File: config.mk
export PLATFORM = sky130hd
export DESIGN_NAME = ram_bist_ctrl
export DESIGN_NICKNAME = d
export VERILOG_FILES = /design/src/rtl/ram_bist_ctrl.sv
export SDC_FILE = /design/constraint.sdc
export NUM_CORES = 1
export LEC_CHECK = 0
export BUFFER_PORTS_ARGS = -buffer_cell sky130_fd_sc_hd__buf_2
export CAP_MARGIN = 15
export CORE_MARGIN = 4
export CORE_UTILIZATION = 58
export CTS_BUF_LIST = sky130_fd_sc_hd__clkbuf_16
export DETAILED_ROUTE_END_ITERATION = 10
export PLACE_DENSITY = 0.94
export SLEW_MARGIN = 20
export SYNTH_ARGS = -nofsm -noshare
export SYNTH_HDL_FRONTEND = slang
export SYNTH_SLANG_ARGS = --single-unit
File: constraint.sdc
create_clock -name clk -period 4.1 [get_ports clk]
set_input_delay 0.615 -clock clk [delete_from_list [all_inputs] [get_ports clk]]
set_output_delay 0.615 -clock clk [all_outputs]
set_load 0.05 [all_outputs]
File: src/rtl/ram_bist_ctrl.sv
// ram_bist_ctrl: march-style BIST initiator for a dual-port synchronous RAM.
// Each run writes and reads back every address twice: once with the
// incrementing pattern P0(a) = a + 1, once with its complement. It reports
// pass/fail, the first failing location and the total mismatch count.
module ram_bist_ctrl #(
  parameter int unsigned ram_width = 8,
  parameter int unsigned addr_size = 4,
  parameter int unsigned ram_depth = 16
) (
  input  logic                   clk,
  input  logic                   reset,
  input  logic                   start,
  output logic [addr_size-1:0]   ram_wr_addr,
  output logic [ram_width-1:0]   ram_data_in,
  output logic                   ram_write_en,
  output logic [addr_size-1:0]   ram_rd_addr,
  output logic                   ram_read_en,
  input  logic [ram_width-1:0]   ram_data_out,
  output logic                   busy,
  output logic                   done,
  output logic                   pass,
  output logic                   fail_pass,
  output logic [addr_size-1:0]   fail_addr,
  output logic [ram_width-1:0]   fail_data,
  output logic [addr_size+1:0]   err_count
);

  localparam int unsigned err_width = addr_size + 2;
  localparam logic [addr_size-1:0] last_addr = addr_size'(ram_depth - 1);

  typedef enum logic [2:0] {
    IDLE,
    WRITE,
    READ,
    FLUSH,
    DONE
  } state_t;

  state_t                 state;
  logic                   pass_bit;

  // One-stage compare pipeline: address and expected data of the read
  // captured at the previous edge, checked against ram_data_out now.
  logic                   cmp_valid;
  logic [addr_size-1:0]   cmp_addr;
  logic [ram_width-1:0]   cmp_exp;

  logic                   mismatch_c;
  logic                   first_mismatch_c;
  logic [err_width-1:0]   err_next_c;

  // Test pattern for an address; inv selects the complemented pass.
  function automatic logic [ram_width-1:0] pattern(
    input logic [addr_size-1:0] a,
    input logic                 inv
  );
    logic [ram_width-1:0] p;
    p = ram_width'(a) + ram_width'(1);
    return inv ? ~p : p;
  endfunction

  // Read-back comparison and the error count it would produce this edge.
  always_comb begin
    mismatch_c       = 1'b0;
    first_mismatch_c = 1'b0;
    err_next_c       = err_count;
    if (cmp_valid && (ram_data_out != cmp_exp)) begin
      mismatch_c       = 1'b1;
      first_mismatch_c = (err_count == '0);
      err_next_c       = err_count + err_width'(1);
    end
  end

  // Controller FSM with all outputs registered.
  always_ff @(posedge clk) begin
    if (reset) begin
      state        <= IDLE;
      pass_bit     <= 1'b0;
      cmp_valid    <= 1'b0;
      cmp_addr     <= '0;
      cmp_exp      <= '0;
      ram_wr_addr  <= '0;
      ram_data_in  <= '0;
      ram_write_en <= 1'b0;
      ram_rd_addr  <= '0;
      ram_read_en  <= 1'b0;
      busy         <= 1'b0;
      done         <= 1'b0;
      pass         <= 1'b0;
      fail_pass    <= 1'b0;
      fail_addr    <= '0;
      fail_data    <= '0;
      err_count    <= '0;
    end else begin
      done      <= 1'b0;
      cmp_valid <= 1'b0;

      // Result bookkeeping for the read compared at this edge.
      if (mismatch_c) begin
        err_count <= err_next_c;
        if (first_mismatch_c) begin
          fail_pass <= pass_bit;
          fail_addr <= cmp_addr;
          fail_data <= ram_data_out;
        end
      end

      case (state)
        IDLE: begin
          if (start) begin
            err_count    <= '0;
            fail_pass    <= 1'b0;
            fail_addr    <= '0;
            fail_data    <= '0;
            pass         <= 1'b0;
            busy         <= 1'b1;
            pass_bit     <= 1'b0;
            ram_write_en <= 1'b1;
            ram_wr_addr  <= '0;
            ram_data_in  <= pattern('0, 1'b0);
            state        <= WRITE;
          end
        end

        WRITE: begin
          if (ram_wr_addr == last_addr) begin
            ram_write_en <= 1'b0;
            ram_read_en  <= 1'b1;
            ram_rd_addr  <= '0;
            state        <= READ;
          end else begin
            ram_wr_addr <= ram_wr_addr + addr_size'(1);
            ram_data_in <= pattern(ram_wr_addr + addr_size'(1), pass_bit);
          end
        end

        READ: begin
          cmp_valid <= 1'b1;
          cmp_addr  <= ram_rd_addr;
          cmp_exp   <= pattern(ram_rd_addr, pass_bit);
          if (ram_rd_addr == last_addr) begin
            ram_read_en <= 1'b0;
            state       <= FLUSH;
          end else begin
            ram_rd_addr <= ram_rd_addr + addr_size'(1);
          end
        end

        FLUSH: begin
          if (!pass_bit) begin
            pass_bit     <= 1'b1;
            ram_write_en <= 1'b1;
            ram_wr_addr  <= '0;
            ram_data_in  <= pattern('0, 1'b1);
            state        <= WRITE;
          end else begin
            busy  <= 1'b0;
            done  <= 1'b1;
            pass  <= (err_next_c == '0);
            state <= DONE;
          end
        end

        DONE: begin
          state <= IDLE;
        end

        default: begin
          state <= IDLE;
        end
      endcase
    end
  end

endmodule

==> summary.txt, run 1 <==
========================================================================================================
Number of distinct library cells after synthesis                                                      43
Max Slew Vio Count                                                                                     0
Vias after detailed routing                                                                         2086
Post-cts repair resize count                                                                           0
Initial cell density of the core                                                                  61.24%
Mean post-synth cell area                                                                      8.598 µm²
Setup repair after global routing missed its margin                                                   no
Adder and majority gate portion of the synthesized area                                           2.518%
Max capacitance violation total                                                                        0
Crit path depth                                                                                        7
Total negative setup slack                                                                          0 ns
Endpoint of the most critical setup path                                                    fail_data[5]$_SDFF_PP0_
Deepest level of the CTS H-tree                                                                        2
Instance area after placement                                                                   2684 µm²
Post-synth EDFFs                                                                                       0
Kind of launch point of the worst setup path                                                primary input
Final Setup Violations                                                                                 0
Root buffer cell                                                                            sky130_fd_sc_hd__clkbuf_16
Combined area of all synthesized cells                                                          2485 µm²
Top flip-flop cell by instance count after synthesis                                        sky130_fd_sc_hd__dfxtp_1
Max Clock Skew                                                                               0.004271 ns
Wire length of the first global-routing pass                                                     8480 µm
End of the worst register-to-register path                                                  fail_data[5]$_SDFF_PP0_
Layout net count                                                                                     342
Outcome                                                                                     complete, no violations
Share of synthesized area occupied by flip-flops and latches                                      42.70%
Highest-count cells in the layout ignoring fill and taps                                    sky130_fd_sc_hd__dfxtp_1, sky130_fd_sc_hd__buf_2, sky130_fd_sc_hd__nor2_1, sky130_fd_sc_hd__nand2_1, sky130_fd_sc_hd__a21oi_1
Register-to-register path setup slack                                                            1.64 ns
Floorplan die area                                                                              5396 µm²
DRC marker count from the first detailed-route iteration                                              88
CP startpoint                                                                               ram_data_out[5]
Worst path buffer plus inverter count                                                                  1
Residual DRC                                                                                           0
Width of the die                                                                                73.46 µm
Post-synth net total                                                                                 305
Total of buffers placed on input and output ports                                                     50
Setup CP Type                                                                                     in2reg
Proportion of synthesized area in mux cells                                                       5.639%
Post-synth ARST share                                                                                 0%
Kind of end point of the critical path                                                              flop
Synthesized instance count                                                                           289
Critical Path Fanout Max                                                                              13
Max stage delay cell, worst path                                                            sky130_fd_sc_hd__o31ai_2
Most common cell after layout, fill and taps aside                                          sky130_fd_sc_hd__dfxtp_1
Post-DR wirelength/cell                                                                         13.72 µm
WHS Path Cells                                                                                         2
Post-DR vias/cell                                                                                  5.533
Number of placement rows                                                                              23
Antenna Diode Count                                                                                    0
Clock period minus final worst setup slack                                                      2.564 ns
XOR/XNOR share of the synthesized area                                                            10.17%
Detailed-placement wirelength estimate                                                           3464 µm
Power Density                                                                               350.4 nW/µm²
Fmax                                                                                          0.3900 GHz
Die Y                                                                                           73.46 µm
Count of fill cells added during filler insertion                                                    327
Synthesis-to-finish area growth                                                                   13.75%
I/O pin cnt                                                                                           51
Leakage component of the power                                                                  1.145 nW
Max Root-Sink Buffers                                                                                  2
Cell breakdown of the critical path                                                         buf_2, nor4_1, o2111ai_1, o31ai_2, nor2_2, mux2i_1, nor2_1
Synthesis warning total                                                                                0
Dominant combinational cell family by area after synthesis                                  simple AND/OR/NAND/NOR gates
Kind of path behind the tightest hold check                                                      reg2reg
Overflow after GRT                                                                                     0
Post-detailed-routing wire length                                                                5172 µm
Insertion delay of the later-clocked pin in the worst-skew pair                                  0.29 ns
Clock tree from TritonCTS                                                                           done
Detail Route Antenna Nets                                                                              0
Count of clock tree sinks                                                                             53
Max rail drop VDD                                                                              0.2532 mV
Final design utilization                                                                          69.66%
Post-synthesis share of cell area spent on and, or, nand and nor gates                            20.69%
Post-CTS Setup Bufs                                                                                    0
Share of post-route cells with drive strength above 1                                             19.88%
Overall Global Routing Usage                                                                      19.99%
Antenna violations before repair                                                                       0
Origin of the critical flop-to-flop path                                                    cmp_exp[6]$_SDFFE_PP0P_
Total CTS buffers                                                                                      5
Final Instance Area                                                                             2826 µm²
Headroom to the max-slew limit                                                                    38.39%
Share of the cycle needed by the critical path after routing                                      62.53%
Post-CTS clock slew at the launch and capture registers of the worst setup and hold paths        0.07 ns
Worst hold slack across all endpoints                                                          0.4567 ns
Count of endpoints failing hold in the final timing report                                             0
Synthesized flop and latch total                                                                      53
Depth of the worst register-to-register path                                                           6
Quantity of hold-fixing buffers added after cts                                                        0
Peak per-stage delay on the critical path                                                        0.77 ns
Arrival @ worst endpoint                                                                         2.71 ns
Number of global-route vias before repair                                                           1936
Final weighted congestion in routability-driven placement                                         0.7694
Area inside the core boundary                                                                   4058 µm²
Slew @ Worst Pin                                                                               0.9186 ns
Pin count of the biggest net entering global routing                                                  36
Top Family by Delay on Critical Path                                                        compound AO/OA/AOI/OAI gates
Post-synthesis compound-gate area fraction                                                        12.79%
DR pass1 iterations                                                                                    4
Req. time, crit path                                                                             4.25 ns
========================================================================================================
state kept, by name, indices dropped and copies added, names as in the netlist, 4 cells and up:
register,count
fail_data,8
cmp_exp,6
err_count,6
ram_data_in,6
cmp_addr,4
fail_addr,4
ram_rd_addr,4
ram_wr_addr,4
where the power goes:
| group | switching, mW | internal (mW) | total, mW | leakage [nW] |
|---|---|---|---|---|
| Combinational | 0.0436 | 0.0183 | 0.0619 | 0.647 |
| Clock | 0.179 | 0.224 | 0.403 | 0.0696 |
| Sequential | 0.00570 | 0.520 | 0.525 | 0.428 |
| Total | 0.229 | 0.762 | 0.990 | 1.14 |
through the flow:
step	power (mW)	setup WS [ns]	instances
after global routing	1.029	1.338	377
after CTS	0.9993	1.548	377
after global placement	0.5971	1.422	369
final	0.9905	1.536	377
after detailed placement	0.5986	1.342	369
after floorplan	0.5839	2.096	289
cell families (layout without fill, tap and decap cells):
logic type | Yosys count | in the layout
flops | 53 | 53
fa+ha+maj | 5 | 5
simple gates | 112 | 112
buf+inv | 25 | 63
xor+xnor | 28 | 28
compound gates | 52 | 52
mux | 14 | 14
Yosys cell counts (2+ instances only):
| cell | instances | share of area [%] |
|---|---|---|
| sky130_fd_sc_hd__dfxtp_1 | 53 | 43 |
| sky130_fd_sc_hd__nor2_1 | 44 | 6.6 |
| sky130_fd_sc_hd__nand2_1 | 33 | 5.0 |
| sky130_fd_sc_hd__a21oi_1 | 27 | 5.4 |
| sky130_fd_sc_hd__xnor2_1 | 21 | 7.4 |
| sky130_fd_sc_hd__mux2i_1 | 14 | 5.6 |
| sky130_fd_sc_hd__buf_2 | 8 | 1.6 |
| sky130_fd_sc_hd__nand3_1 | 8 | 1.6 |
| sky130_fd_sc_hd__clkbuf_1 | 7 | 1.1 |
| sky130_fd_sc_hd__o211ai_1 | 6 | 1.8 |
| sky130_fd_sc_hd__o21ai_0 | 6 | 1.2 |
| sky130_fd_sc_hd__xor2_1 | 6 | 2.1 |
| sky130_fd_sc_hd__ha_1 | 5 | 2.5 |
| sky130_fd_sc_hd__nor2b_1 | 5 | 1.3 |
| sky130_fd_sc_hd__nor3_1 | 5 | 1.0 |
| sky130_fd_sc_hd__a211oi_1 | 4 | 1.2 |
| sky130_fd_sc_hd__inv_1 | 4 | 0.60 |
| sky130_fd_sc_hd__nand3b_1 | 3 | 0.91 |
| sky130_fd_sc_hd__nor4_1 | 3 | 0.76 |
| sky130_fd_sc_hd__buf_4 | 2 | 0.60 |
| sky130_fd_sc_hd__buf_6 | 2 | 0.91 |
| sky130_fd_sc_hd__nand2b_1 | 2 | 0.50 |
metal layers:
layer,GRT usage (%),share of wire (%)
met1,23.34,43
met2,35.83,50
met3,4.514,5.2
met4,6.439,1.4
met5,0,0
worst min path at each step:
stage / to / from
2_1_floorplan: cmp_addr[0]$_SDFFE_PP0P_ / cmp_addr[0]$_SDFFE_PP0P_
3_3_place_gp: ram_data_in[1]$_SDFFE_PP0P_ / ram_data_in[1]$_SDFFE_PP0P_
5_1_grt: ram_data_in[4]$_SDFFE_PP0P_ / ram_data_in[4]$_SDFFE_PP0P_
6_report: cmp_addr[1]$_SDFFE_PP0P_ / cmp_addr[1]$_SDFFE_PP0P_
4_1_cts: ram_data_in[4]$_SDFFE_PP0P_ / ram_data_in[4]$_SDFFE_PP0P_
3_5_place_dp: ram_data_in[4]$_SDFFE_PP0P_ / ram_data_in[4]$_SDFFE_PP0P_
final cells by class:
type / count / area (µm²) / share of cell area, %
repair buffers: 51 / 257.7 / 9.119
clock inverters: 3 / 17.52 / 0.6197
inverters: 4 / 15.01 / 0.5312
multi-input cells: 211 / 1287 / 45.55
flip-flops and latches: 53 / 1061 / 37.54
well taps: 50 / 62.56 / 2.213
clock buffers: 5 / 125.1 / 4.427
worst register-to-register path, cell delays in order (launching register included):
cell and delay (ns):
sky130_fd_sc_hd__dfxtp_1 0.33, sky130_fd_sc_hd__nor4_1 0.32, sky130_fd_sc_hd__o2111ai_1 0.19, sky130_fd_sc_hd__o31ai_2 0.78, sky130_fd_sc_hd__nor2_2 0.39, sky130_fd_sc_hd__mux2i_1 0.26
sky130_fd_sc_hd__nor2_1 0.06
No activity file was read; power rests on OpenSTA's default activity.
==> inputs of run 2 (changes only) <==
ABC_AREA = 1   (was default)
CORE_UTILIZATION = 54   (was 58)
PLACE_DENSITY = 0.88   (was 0.94)
clock period = 2.65 ns   (was 4.1 ns; I/O delays follow)
==> summary.txt, run 2 <==
========================================================================================================
Max Clock Skew                                                                               0.005310 ns   +0.001040 ns
Start point of the worst hold path                                                          ram_data_out[6]
Origin of the critical flop-to-flop path                                                    err_count[0]$_SDFF_PP0_
Arrival @ worst endpoint                                                                         1.92 ns   -0.79 ns
Multi-input gate area                                                                           1217 µm²   -5.4%
Highest-count cells in the layout ignoring fill and taps                                    sky130_fd_sc_hd__nand2_1, sky130_fd_sc_hd__inv_1, sky130_fd_sc_hd__nor2_1, sky130_fd_sc_hd__dfxtp_1, sky130_fd_sc_hd__buf_2
Width of the die                                                                                76.96 µm   +4.8%
Overflow after GRT                                                                                     0   unchanged
Mean post-synth cell area                                                                      7.092 µm²   -18%
Leakage component of the power                                                                  1.423 nW   +24%
Outcome                                                                                     complete, no violations
Number of placement rows                                                                              24   +4.3%
Initial cell density of the core                                                                  57.38%   -3.9 points
Post-CTS clock slew at the launch and capture registers of the worst setup and hold paths        0.07 ns   about the same
Kind of path behind the tightest hold check                                                       in2reg
Synthesis-to-finish area growth                                                                   16.33%
Most common cell after layout, fill and taps aside                                          sky130_fd_sc_hd__nand2_1
Residual DRC                                                                                           0   unchanged
DR pass1 iterations                                                                                    4   unchanged
Count of endpoints failing hold in the final timing report                                             0   unchanged
I/O pin cnt                                                                                           51   unchanged
Post-cts repair resize count                                                                           0   unchanged
Share of the cycle needed by the critical path after routing                                      67.42%
Antenna violations before repair                                                                       0   unchanged
Deepest level of the CTS H-tree                                                                        2   unchanged
Detail Route Antenna Nets                                                                              0   unchanged
Combined area of all synthesized cells                                                          2567 µm²   +3.3%
Die Y                                                                                           76.96 µm   +4.8%
DRC marker count from the first detailed-route iteration                                             104   +18%
Final weighted congestion in routability-driven placement                                         0.8763   +14%
Clock period minus final worst setup slack                                                      1.787 ns
Post-synth net total                                                                                 378   +24%
Antenna Diode Count                                                                                    0   unchanged
Insertion delay of the later-clocked pin in the worst-skew pair                                  0.29 ns   about the same
Quantity of hold-fixing buffers added after cts                                                        0   unchanged
Total negative setup slack                                                                          0 ns   unchanged
Slew @ Worst Pin                                                                               0.7052 ns   -0.2134 ns
Number of global-route vias before repair                                                           2224   +15%
Root buffer cell                                                                            sky130_fd_sc_hd__clkbuf_16
Most flops, register                                                                           fail_data
Largest register FFs                                                                                   8   unchanged
Post-DR vias/cell                                                                                  5.048   -8.8%
Critical Path Fanout Max                                                                              26   +13
Share of post-route cells with drive strength above 1                                             19.70%   -0.17 points
Post-synth EDFFs                                                                                       0   unchanged
Post-detailed-routing wire length                                                                5362 µm   +3.7%
Kind of launch point of the worst setup path                                                        flop
Total of buffers placed on input and output ports                                                     50   unchanged
Fmax                                                                                          0.5597 GHz
Top cells by instance count after synthesis                                                 sky130_fd_sc_hd__nand2_1, sky130_fd_sc_hd__dfxtp_1, sky130_fd_sc_hd__inv_1, sky130_fd_sc_hd__nor2_1, sky130_fd_sc_hd__a21oi_1
Req. time, crit path                                                                             2.79 ns   -1.46 ns
Share of synthesized area occupied by flip-flops and latches                                      41.33%   -1.4 points
Detailed-placement wirelength estimate                                                           3893 µm   +12%
Final Setup Violations                                                                                 0   unchanged
Layout net count                                                                                     421   +23%
Setup repair after global routing missed its margin                                                   no
Setup CP Type                                                                                    reg2reg
Floorplan die area                                                                              5922 µm²   +9.8%
Pin count of the biggest net entering global routing                                                  27   -25%
Clock tree from TritonCTS                                                                           done
Synthesized flop and latch total                                                                      53   unchanged
Max capacitance violation total                                                                        0   unchanged
FF+latch area                                                                                   1061 µm²   unchanged
DP Worst Slack                                                                                 0.6999 ns   -0.6418 ns
Wire length of the first global-routing pass                                                     9432 µm   +11%
Post-CTS Setup Bufs                                                                                    0   unchanged
Vias after detailed routing                                                                         2312   +11%
Max Root-Sink Buffers                                                                                  2   unchanged
Power Density                                                                               562.2 nW/µm²   +60%
Synthesis warning total                                                                                0   unchanged
Leading cell types by total area after synthesis                                            sky130_fd_sc_hd__dfxtp_1, sky130_fd_sc_hd__nand2_1, sky130_fd_sc_hd__inv_1
Synthesized instance count                                                                           362   +25%
Count of fill cells added during filler insertion                                                    370   +13%
Headroom to the max-slew limit                                                                    52.87%   +14 points
Max rail drop VDD                                                                              0.4228 mV   +67%
Share of the synthesized area in the top cell type                                                41.33%   -1.4 points
Total CTS buffers                                                                                      5   unchanged
Post-synth ARST share                                                                                 0%   unchanged
Top flip-flop cell by instance count after synthesis                                        sky130_fd_sc_hd__dfxtp_1
Cell with the most instances after synthesis                                                sky130_fd_sc_hd__nand2_1
Area inside the core boundary                                                                   4474 µm²   +10%
Kind of end point of the critical path                                                              flop
Count of clock tree sinks                                                                             53   unchanged
Post-DR wirelength/cell                                                                         11.71 µm   -15%
Library cell occupying the most area in the post-synthesis netlist                          sky130_fd_sc_hd__dfxtp_1
Overall Global Routing Usage                                                                      18.65%   -1.3 points
CP startpoint                                                                               err_count[0]$_SDFF_PP0_
Max Slew Vio Count                                                                                     0   unchanged
Number of distinct library cells after synthesis                                                      35   -19%
Final worst-path setup slack                                                                   0.8633 ns   -0.6728 ns
========================================================================================================
run 2: power by group:
part | switching, mW | total, mW | internal (mW)
clock | 0.286 | 0.733 | 0.447
sequential | 0.00945 | 0.815 | 0.806
combinational | 0.0961 | 0.131 | 0.0345
total | 0.391 | 1.68 | 1.29
run 2: kinds of logic (layout without fill, tap and decap cells):
| logic type | count (synthesis) | in the layout | synth area share (%) |
|---|---|---|---|
| DFF | 53 | 53 | 41.33 |
| and+or+nand+nor | 161 | 161 | 27.63 |
| adders and majority gates | 5 | 5 | 2.437 |
| xor gates and xnor gates | 10 | 10 | 3.412 |
| AOI/OAI and AO/OA | 60 | 60 | 13.94 |
| buffers and inverters | 73 | 117 | 11.26 |
run 2: final cells by class:
class | count | area share, %
multi-input combinational | 236 | 40.76
sequential | 53 | 35.53
timing repair buffer | 50 | 8.379
inverter | 59 | 7.415
clock buffer | 5 | 4.189
tap | 52 | 2.178
clock inverter | 3 | 1.550
run 2: stage by stage:
step           util, %  power, mW  hold slack, ns  cell area (µm²)  instances
5_1_grt          66.75      1.732          0.4086             2987        458
4_1_cts          66.75      1.689          0.3969             2987        458
2_1_floorplan        -     0.9330          0.4413             2567        362
3_3_place_gp     62.92     0.9606          0.4414             2815        450
6_report         66.75      1.679          0.4012             2987        458
3_5_place_dp     62.92     0.9643          0.4406             2815        450
run 2: path summary, 6_finish.rpt:
path	end	slack, ns	cells past startpoint
max	fail_addr[1]$_SDFF_PP0_	0.86	7
min	fail_data[6]$_SDFF_PP0_	0.40	3
max reg2reg	fail_addr[1]$_SDFF_PP0_	0.86	7
min reg2reg	fail_addr[2]$_SDFF_PP0_	0.45	2
run 2: routing by layer:
metal	up-vias	part of all wire (%)	GRT usage (%)
li1	1222	-	-
met1	1037	47	22.42
met2	46	48	33.36
met3	7	4.2	3.279
met4	0	1.1	6.159
met5	-	0	0
run 2: worst max-delay path: stages, from the launching register on:
cell                       delay [ns]
sky130_fd_sc_hd__dfxtp_1         0.35
sky130_fd_sc_hd__inv_1           0.09
sky130_fd_sc_hd__ha_1            0.15
sky130_fd_sc_hd__nand3_1         0.08
sky130_fd_sc_hd__nor3_1          0.22
sky130_fd_sc_hd__nand3_2         0.43
sky130_fd_sc_hd__nor2_1          0.24
sky130_fd_sc_hd__a211oi_1        0.07
